$ cat config.mk
export PLATFORM = sky130hd
export DESIGN_NAME = stepper_move_ctrl_flat
export DESIGN_NICKNAME = d
export VERILOG_FILES = /design/src/rtl/stepper_move_ctrl_if.sv /design/src/rtl/stepper_move_ctrl.sv /design/src/flat_wrapper.sv
export SDC_FILE = /design/constraint.sdc
export NUM_CORES = 1
export LEC_CHECK = 0
export ABC_CLOCK_PERIOD_IN_PS = 2800
export BUFFER_PORTS_ARGS = -buffer_cell sky130_fd_sc_hd__buf_2
export CORE_UTILIZATION = 37
export CTS_BUF_LIST = sky130_fd_sc_hd__clkbuf_4 sky130_fd_sc_hd__clkbuf_8 sky130_fd_sc_hd__clkbuf_16
export DETAILED_ROUTE_END_ITERATION = 12
export PLACE_DENSITY = 0.57
export SYNTH_ARGS = -nofsm -noshare
export SYNTH_HDL_FRONTEND = slang
export SYNTH_SLANG_ARGS = --single-unit
$ cat constraint.sdc
create_clock -name drv_clk -period 2.8 [get_ports drv_clk]
set_clock_uncertainty 0.05 [all_clocks]
set_input_delay 0.56 -clock drv_clk [delete_from_list [all_inputs] [get_ports drv_clk]]
set_output_delay 0.56 -clock drv_clk [all_outputs]
set_load 0.02 [all_outputs]
$ cat src/rtl/stepper_move_ctrl_if.sv
// Host/driver signal bundle for the stepper move sequencer.
// master: host side (drives the command, observes pulses and status).
// slave:  sequencer side (consumes the command, drives pulses and status).
//   start, dir, steps, period, abort   host -> sequencer command/control
//   forw, rev                          step pulses toward the motor driver
//   busy, done, aborted                move status
//   steps_left, pos                    remaining steps and absolute position
interface stepper_move_ctrl_if #(
  parameter int CNT_W = 8,
  parameter int PER_W = 8,
  parameter int POS_W = 16
);
  logic             start;
  logic             dir;
  logic [CNT_W-1:0] steps;
  logic [PER_W-1:0] period;
  logic             abort;
  logic             forw;
  logic             rev;
  logic             busy;
  logic             done;
  logic             aborted;
  logic [CNT_W-1:0] steps_left;
  logic [POS_W-1:0] pos;

  modport master (
    output start, dir, steps, period, abort,
    input  forw, rev, busy, done, aborted, steps_left, pos
  );

  modport slave (
    input  start, dir, steps, period, abort,
    output forw, rev, busy, done, aborted, steps_left, pos
  );
endinterface

$ cat src/rtl/stepper_move_ctrl.sv
// Move sequencer for the 4-phase stepper driver.
// Accepts a move (step count, direction, period) and emits one-cycle forw/rev
// pulses at the programmed rate while tracking a signed absolute position.
// Ports:
//   drv_clk  clock, all state on the rising edge
//   reset    synchronous, active-high
//   bus      stepper_move_ctrl_if.slave (command in, pulses/status out)
//
// state   | meaning
// --------+--------------------------------------------------------------
// IDLE    | waiting for start; command latched on acceptance
// RUN     | counting period, issuing one pulse per timer expiry
// DONE    | one-cycle wind-down; done is raised on the way back to IDLE
module stepper_move_ctrl #(
  parameter int CNT_W = 8,
  parameter int PER_W = 8,
  parameter int POS_W = 16
) (
  input  logic drv_clk,
  input  logic reset,
  stepper_move_ctrl_if.slave bus
);

  localparam logic [1:0] ST_IDLE = 2'd0;
  localparam logic [1:0] ST_RUN  = 2'd1;
  localparam logic [1:0] ST_DONE = 2'd2;

  logic [1:0]       state;
  logic             dir_q;
  logic [PER_W-1:0] per_q;
  logic [PER_W-1:0] timer;
  logic [CNT_W-1:0] steps_left_q;
  logic [POS_W-1:0] pos_q;
  logic             forw_q;
  logic             rev_q;
  logic             busy_q;
  logic             done_q;
  logic             aborted_q;
  logic [PER_W-1:0] per_eff;

  // A zero period would never let the timer expire; run it as one cycle.
  assign per_eff = (bus.period == '0) ? PER_W'(1) : bus.period;

  always_ff @(posedge drv_clk) begin
    if (reset) begin
      state        <= ST_IDLE;
      dir_q        <= 1'b0;
      per_q        <= '0;
      timer        <= '0;
      steps_left_q <= '0;
      pos_q        <= '0;
      forw_q       <= 1'b0;
      rev_q        <= 1'b0;
      busy_q       <= 1'b0;
      done_q       <= 1'b0;
      aborted_q    <= 1'b0;
    end else begin
      forw_q <= 1'b0;
      rev_q  <= 1'b0;
      done_q <= 1'b0;
      case (state)
        ST_IDLE: begin
          if (bus.start) begin
            dir_q     <= bus.dir;
            per_q     <= per_eff;
            aborted_q <= 1'b0;
            if (bus.steps != '0) begin
              steps_left_q <= bus.steps;
              timer        <= per_eff - PER_W'(1);
              busy_q       <= 1'b1;
              state        <= ST_RUN;
            end else begin
              state <= ST_DONE;
            end
          end
        end
        ST_RUN: begin
          if (bus.abort) begin
            // Abort wins over a pulse due on the same edge.
            aborted_q <= 1'b1;
            busy_q    <= 1'b0;
            state     <= ST_DONE;
          end else if (timer != '0) begin
            timer <= timer - PER_W'(1);
          end else begin
            forw_q       <= ~dir_q;
            rev_q        <= dir_q;
            pos_q        <= dir_q ? pos_q - POS_W'(1) : pos_q + POS_W'(1);
            steps_left_q <= steps_left_q - CNT_W'(1);
            timer        <= per_q - PER_W'(1);
            if (steps_left_q == CNT_W'(1)) begin
              busy_q <= 1'b0;
              state  <= ST_DONE;
            end
          end
        end
        ST_DONE: begin
          done_q <= 1'b1;
          state  <= ST_IDLE;
        end
        default: state <= ST_IDLE;
      endcase
    end
  end

  assign bus.forw       = forw_q;
  assign bus.rev        = rev_q;
  assign bus.busy       = busy_q;
  assign bus.done       = done_q;
  assign bus.aborted    = aborted_q;
  assign bus.steps_left = steps_left_q;
  assign bus.pos        = pos_q;

endmodule
$ cat src/flat_wrapper.sv
// flat-port wrapper written by rule: the top's interface ports become plain ports
module stepper_move_ctrl_flat 
#(
  parameter int CNT_W = 8,
  parameter int PER_W = 8,
  parameter int POS_W = 16
)
  (drv_clk, reset, bus_start, bus_dir, bus_steps, bus_period, bus_abort, bus_forw, bus_rev, bus_busy, bus_done, bus_aborted, bus_steps_left, bus_pos);
  stepper_move_ctrl_if #(.CNT_W(CNT_W), .PER_W(PER_W), .POS_W(POS_W)) bus_i ();
  input  logic drv_clk;
  input  logic reset;
  input wire logic [$bits(bus_i.start)-1:0] bus_start;
  input wire logic [$bits(bus_i.dir)-1:0] bus_dir;
  input wire logic [$bits(bus_i.steps)-1:0] bus_steps;
  input wire logic [$bits(bus_i.period)-1:0] bus_period;
  input wire logic [$bits(bus_i.abort)-1:0] bus_abort;
  output wire logic [$bits(bus_i.forw)-1:0] bus_forw;
  output wire logic [$bits(bus_i.rev)-1:0] bus_rev;
  output wire logic [$bits(bus_i.busy)-1:0] bus_busy;
  output wire logic [$bits(bus_i.done)-1:0] bus_done;
  output wire logic [$bits(bus_i.aborted)-1:0] bus_aborted;
  output wire logic [$bits(bus_i.steps_left)-1:0] bus_steps_left;
  output wire logic [$bits(bus_i.pos)-1:0] bus_pos;
  assign bus_i.start = bus_start;
  assign bus_i.dir = bus_dir;
  assign bus_i.steps = bus_steps;
  assign bus_i.period = bus_period;
  assign bus_i.abort = bus_abort;
  assign bus_forw = bus_i.forw;
  assign bus_rev = bus_i.rev;
  assign bus_busy = bus_i.busy;
  assign bus_done = bus_i.done;
  assign bus_aborted = bus_i.aborted;
  assign bus_steps_left = bus_i.steps_left;
  assign bus_pos = bus_i.pos;
  stepper_move_ctrl #(.CNT_W(CNT_W), .PER_W(PER_W), .POS_W(POS_W)) u_core (.drv_clk(drv_clk), .reset(reset), .bus(bus_i));
endmodule
==> impl_metrics.py, run 1 <==
metrics = {
    "clock_tree": {
        "clk_pin_slew_ns": 0.10,
        "cts_root_buf": "clkbuf_8",
        "numCtsBuffers": 5,
        "cts_buffer_depth": 2,
        "cts_sinks": 48,
        "clk_latency_ns": 0.30,
        "htree_levels": 2,
        "ctsHoldBuffers": 0,
        "cts_tree": "done",
    },
    "final_layout": {
        "antenna_cells": 0,
        "final_cell_count_no_fill": 520,
        "area_growth_pct": 15.72,
        "fin_nets": 460,
        "final_area_sq_mm": 0.003362,
        "drive_above_1_share_pct": 18.05,
    },
    "floorplanning": {
        "start_util_pct": 39.22,
        "ioPinCount": 50,
        "dieArea_sq_mm": 0.008210,
        "rows": 31,
        "fp.coreArea_sq_mm": 0.007408,
        "dieWidth_um": 90.61,
        "die_h_um": 90.61,
    },
    "synth": {
        "synth_cells": 370,
        "synth_edf_count": 0,
        "synthArstFlopShare_pct": 0,
        "avgSynthCellArea_sq_um": 7.852,
        "synth_nets": 409,
        "synthFlopType": "dfxtp_1",
        "ys_ff_latch": 48,
        "synth_seq_area_share_pct": 33.07,
        "syn_area_sq_mm": 0.002905,
        "synth_cell_types": 58,
        "yosysWarnings": 0,
    },
    "grt": {
        "groute.usage.overall_pct": 18.46,
        "grt_pass1_vias": 2661,
        "grt_overflow_total": 0,
        "grt_pass1_wl_um": 12500,
        "grt_max_degree": 32,
        "antenna_found_initial": 0,
    },
    "power_and_ir_drop": {
        "p_total_mw": 1.576,
        "power.density_mw_per_mm2": 468.9,
        "p_leak_nw": 1.457,
        "ir_drop_v": 0.0002425,
    },
    "sta": {
        "slew_violations": 0,
        "hold_violations": 0,
        "setup_violations": 0,
        "tns_ns": 0,
        "fin_crit_ns": 2.481,
        "clock.fmax_ghz": 0.4031,
        "tightest_slew_ns": 0.7185,
        "fin_crit_sh_pct": 88.61,
        "slew_headroom_pct": 51.66,
        "rsz0062_at_grt": "no",
    },
    "placed_design": {
        "placed_cell_area_sq_mm": 0.003279,
        "dp_hpwl_um": 5407,
        "dp.cells": 513,
        "io_buffers": 49,
        "place_congestion": 0.8404,
    },
    "setup_path": {
        "worstPathBufferInverterCount": 0,
        "reg2reg_depth": 7,
        "cpMaxStageDelayCell": "or4_4",
        "start_kind": "flip-flop",
        "path_class": "flip-flop to flip-flop",
        "crit_chain": "or4_4, nor3_1, nand3b_1, a21oi_2, o21ai_0, a22oi_1, nor2_1",
        "reg2reg_to": "u_core.bus.steps_left[6]",
        "crit_required_ns": 2.94,
        "reg2reg_from": "u_core.timer[3]",
        "reg2reg_slack_ns": 0.32,
        "cp.arrival_ns": 2.62,
        "endpoint_kind": "flip-flop",
        "critPathMaxFanout": 16,
        "critPathMaxStageDelay_ns": 0.57,
        "crit_family": "simple AND/OR/NAND/NOR gates",
    },
    "drt": {
        "drt_pass1_iterations": 4,
        "wl_per_cell_um": 14.09,
        "drcViolationCount": 0,
        "drtAntennaViolNets": 0,
        "vias": 2794,
        "viasPerCell": 5.373,
        "drt_wl_total_um": 7325,
        "drt-initial-drc-count": 120,
    },
    "hold_path": {
        "worst_hold_path.endpoint": "u_core.per_q[1]",
        "hp-start": "u_core.per_q[1]",
        "hold_class": "flip-flop to flip-flop",
        "holdPathStages": 2,
    },
    "run": {
        "max-cap-violations": 0,
    },
    "outcome": {
        "status": "complete, no violations",
    },
}
-- state kept, by name, indices dropped and copies added, names as in the netlist, 2 cells and up --
signal,count
u_core.state,2
u_core.per_q,8
u_core.bus.pos,16
u_core.bus.steps_left,8
u_core.timer,8
-- metrics by stage --
step	setup slack, ns	hold slack [ns]	util [%]
after detailed placement	0.2913	0.4036	44.27
after global routing	0.1154	0.4466	45.38
after floorplan	0.4010	0.3861	-
final	0.3190	0.4116	45.38
after global placement	0.3320	0.3992	44.27
after CTS	0.2615	0.4167	45.36
-- cells in the mapped netlist (all sizes together) (4+ instances only) --
library cell	n	area share, %
or3	7	1.7
nor2	35	4.5
o22ai	5	1.1
a21oi	37	6.5
a21o	6	1.6
nor3	9	1.6
nor4	9	2.7
ha	17	7.3
nand2	60	7.8
nand3	7	1.2
inv	10	1.3
nand2b	7	1.5
a22oi	6	1.6
xnor2	13	3.9
o21ai	16	2.8
a211oi	11	2.8
nor3b	4	1.0
dfxtp	48	33
clkbuf	10	1.3
buf	6	1.4
-- power breakdown --
| part | internal [mW] | switching, mW | total (mW) |
|---|---|---|---|
| Sequential | 0.726 | 0.0431 | 0.769 |
| Clock | 0.170 | 0.239 | 0.409 |
| Combinational | 0.161 | 0.238 | 0.399 |
-- layer usage --
layer / global-route usage (%) / vias up / wire (um)
met5: 0 / - / 0
met4: 7.258 / 0 / 123
met3: 3.199 / 10 / 247
met2: 30.62 / 61 / 3567
met1: 23.67 / 1293 / 3388
li1: - / 1430 / -
-- worst max path at each step --
| stage | start | endpoint | depth (start not counted) |
|---|---|---|---|
| final | u_core.timer[3] | u_core.bus.steps_left[6] | 7 |
| after global routing | u_core.dir_q | u_core.bus.pos[14] | 8 |
| after CTS | u_core.dir_q | u_core.bus.pos[15] | 8 |
| after detailed placement | u_core.dir_q | u_core.bus.pos[15] | 8 |
| after global placement | u_core.dir_q | u_core.bus.pos[14] | 9 |
| after floorplan | u_core.dir_q | u_core.bus.pos[14] | 8 |
-- cell type report --
type	count	area, sq um
Fill cell	763	4046
Multi-Input combinational cell	296	1829
Sequential cell	48	962.2
Timing Repair Buffer	60	327.8
Tap cell	99	123.9
Clock buffer	5	68.82
Inverter	10	37.54
Clock inverter	2	12.51
-- placed cells by master, fill, tap and decap left out, drive strengths merged, types with 2 or more instances in the layout --
cell     netlist  final
nand2         60     60
buf            6     60
dfxtp         48     48
a21oi         37     37
nor2          35     35
ha            17     17
o21ai         16     16
xnor2         13     13
a211oi        11     11
inv           10     10
nor3           9      9
nor4           9      9
nand2b         7      7
nand3          7      7
or3            7      7
a21o           6      6
a22oi          6      6
o22ai          5      5
clkbuf        10      5
nor3b          4      4
o21a           3      3
nand3b         3      3
xor2           3      3
o2bb2ai        3      3
a31oi          3      3
o211ai         3      3
nor2b          2      2
and2           2      2
and2b          2      2
a211o          2      2
nand4          2      2
a22o           2      2
-- timing repair --
item | CTS | global route
buffers inserted | 0 | 0
setup endpoints to repair | 0 | 2
resized for setup | 0 | 1
-- tightest hold or removal path, stage by stage (launching register included) --
cell	delay, ns
dfxtp_1	0.32
nand2_1	0.05
a21oi_1	0.05
-- kinds of logic after synthesis --
group           Yosys count  synth area share (%)
buf+inv                  26                 3.962
flops                    48                 33.07
xor+xnor                 16                 4.824
mux                       1                0.3445
simple gates            155                 26.31
fa+ha+maj                18                 8.010
compound gates          106                 23.47
(Power assumes the default switching activity.)
==> run 2, diff against run 1 <==
--- a/config.mk
+++ b/config.mk
@@ -7,10 +7,12 @@
 export LEC_CHECK = 0
 export ABC_CLOCK_PERIOD_IN_PS = 2800
 export BUFFER_PORTS_ARGS = -buffer_cell sky130_fd_sc_hd__buf_2
+export CORE_ASPECT_RATIO = 1.1
 export CORE_UTILIZATION = 37
 export CTS_BUF_LIST = sky130_fd_sc_hd__clkbuf_4 sky130_fd_sc_hd__clkbuf_8 sky130_fd_sc_hd__clkbuf_16
 export DETAILED_ROUTE_END_ITERATION = 12
 export PLACE_DENSITY = 0.57
+export SKIP_LAST_GASP = 1
 export SYNTH_ARGS = -nofsm -noshare
 export SYNTH_HDL_FRONTEND = slang
 export SYNTH_SLANG_ARGS = --single-unit
==> run 2 against run 1 <==
Sequential cell count unchanged. Hold slack improved by 0.0020 ns. First-iteration DRC count decreased by 23%. Die area about the same. Cell count increased by 1.7%. Global-route usage increased by 0.64 points. Clock power increased by 34%. Register-to-register slack about the same. Critical endpoint is now u_core.bus.pos[14]. Largest cell class unchanged. Highest routed layer unchanged.
==> impl_metrics.py, run 2 (synthesized netlist as in run 1, its figures left out) <==
metrics = {
    "outcome": {
        "status": "complete, no violations",
    },
    "hold_path": {
        "hold_class": "flip-flop to flip-flop",
    },
    "sta": {
        "clock.fmax_ghz": 0.4040,
        "tns_ns": 0,
        "hold_violations": 0,
        "slew_headroom_pct": 55.50,
        "slew_violations": 0,
        "fin_crit_sh_pct": 88.40,
        "rsz0062_at_grt": "no",
        "setup_violations": 0,
        "tightest_slew_ns": 0.6675,
        "fin_ws_ns": 0.3249,
        "fin_crit_ns": 2.475,
    },
    "grt": {
        "grt_pass1_vias": 2692,
        "antenna_found_initial": 0,
        "grt_pass1_wl_um": 12510,
        "groute.usage.overall_pct": 19.10,
        "grt_overflow_total": 0,
        "grt_max_degree": 20,
    },
    "setup_path": {
        "path_class": "flip-flop to flip-flop",
        "critPathMaxFanout": 12,
        "crit_required_ns": 2.94,
        "endpoint_kind": "flip-flop",
        "start_kind": "flip-flop",
        "cp.arrival_ns": 2.62,
    },
    "floorplanning": {
        "start_util_pct": 38.66,
        "dieArea_sq_mm": 0.008211,
        "dieWidth_um": 86.49,
        "ioPinCount": 50,
        "fp.coreArea_sq_mm": 0.007515,
        "rows": 33,
        "die_h_um": 94.94,
    },
    "drt": {
        "vias": 2803,
        "drt-initial-drc-count": 92,
        "viasPerCell": 5.299,
        "drcViolationCount": 0,
        "drtAntennaViolNets": 0,
        "wl_per_cell_um": 13.84,
        "drt_pass1_iterations": 4,
        "drt_wl_total_um": 7320,
    },
    "power_and_ir_drop": {
        "p_total_mw": 1.722,
        "ir_drop_v": 0.0002492,
        "p_leak_nw": 1.490,
        "power.density_mw_per_mm2": 502.1,
    },
    "placed_design": {
        "place_congestion": 0.8179,
        "io_buffers": 49,
        "dp_slack_ns": 0.2208,
        "dp_hpwl_um": 5466,
    },
    "final_layout": {
        "layout_commonest_cell": "nand2_1",
        "drive_above_1_share_pct": 18.63,
        "fin_nets": 462,
        "largest_register_ffs": 16,
        "final_cell_mix": "nand2_1 (60), buf_2 (49), dfxtp_1 (47), a21oi_1 (36), nor2_1 (35)",
        "area_growth_pct": 18.04,
        "antenna_cells": 0,
    },
    "clock_tree": {
        "cts_sinks": 48,
        "cts_buffer_depth": 2,
        "clk_latency_ns": 0.30,
        "cts_root_buf": "clkbuf_8",
        "clk_pin_slew_ns": 0.08,
        "numCtsBuffers": 5,
        "cts_tree": "done",
        "ctsHoldBuffers": 0,
        "htree_levels": 2,
    },
    "run": {
        "max-cap-violations": 0,
    },
}
-- run 2: critical path, stage by stage, from the launching register on --
cell and delay, ns:
dfxtp_2 0.49, ha_1 0.34, a21oi_1 0.27, nor3b_1 0.23, a31oi_1 0.15, a211oi_1 0.37
a21oi_1 0.14, xor2_1 0.15, a22o_1 0.17
-- run 2: repair_timing --
action                                  CTS  global route
setup buffers                             0             0
gates resized for setup                   0             1
endpoints found under the setup margin    0             3
-- run 2: through the flow --
step / util, % / hold slack, ns / instances / instance area (sq um)
floorplan: - / 0.3861 / 370 / 2905
global placement: 43.94 / 0.3981 / 521 / 3302
detailed placement: 43.94 / 0.4027 / 521 / 3302
CTS: 45.62 / 0.4152 / 529 / 3428
global route: 45.64 / 0.4359 / 529 / 3430
finish: 45.64 / 0.4135 / 529 / 3430
-- run 2: layout make-up --
class                   instances  area, sq um
fillers                       802         4085
multi-input cells             296         1829
flip-flops and latches         48        962.2
repair buffers                 62        342.8
well taps                     105        131.4
clock buffers                   7        96.34
inverters                      10        37.54
clock inverters                 1        30.03
-- run 2: report_power, final --
group / leakage [nW] / switching [mW] / internal, mW / total (mW)
registers: 0.392 / 0.0430 / 0.726 / 0.769
logic: 1.03 / 0.238 / 0.166 / 0.404
clock network: 0.0645 / 0.234 / 0.315 / 0.549
total: 1.49 / 0.515 / 1.21 / 1.72
-- run 2: path summary, 6_finish.rpt --
path                            slack, ns  cells past startpoint                 end             from
worst min-delay path                 0.41                      2     u_core.per_q[3]  u_core.per_q[3]
worst max-delay path                 0.32                      8  u_core.bus.pos[14]     u_core.dir_q
worst max register to register       0.32                      8  u_core.bus.pos[14]     u_core.dir_q
worst min register to register       0.41                      2     u_core.per_q[3]  u_core.per_q[3]
-- run 2: routing by layer --
layer | vias to the layer above | GRT usage [%] | wire [um]
li1 | 1432 | - | -
met1 | 1304 | 23.31 | 3254
met2 | 58 | 34.39 | 3699
met3 | 9 | 3.409 | 289
met4 | 0 | 5.000 | 76
met5 | - | 0 | 0
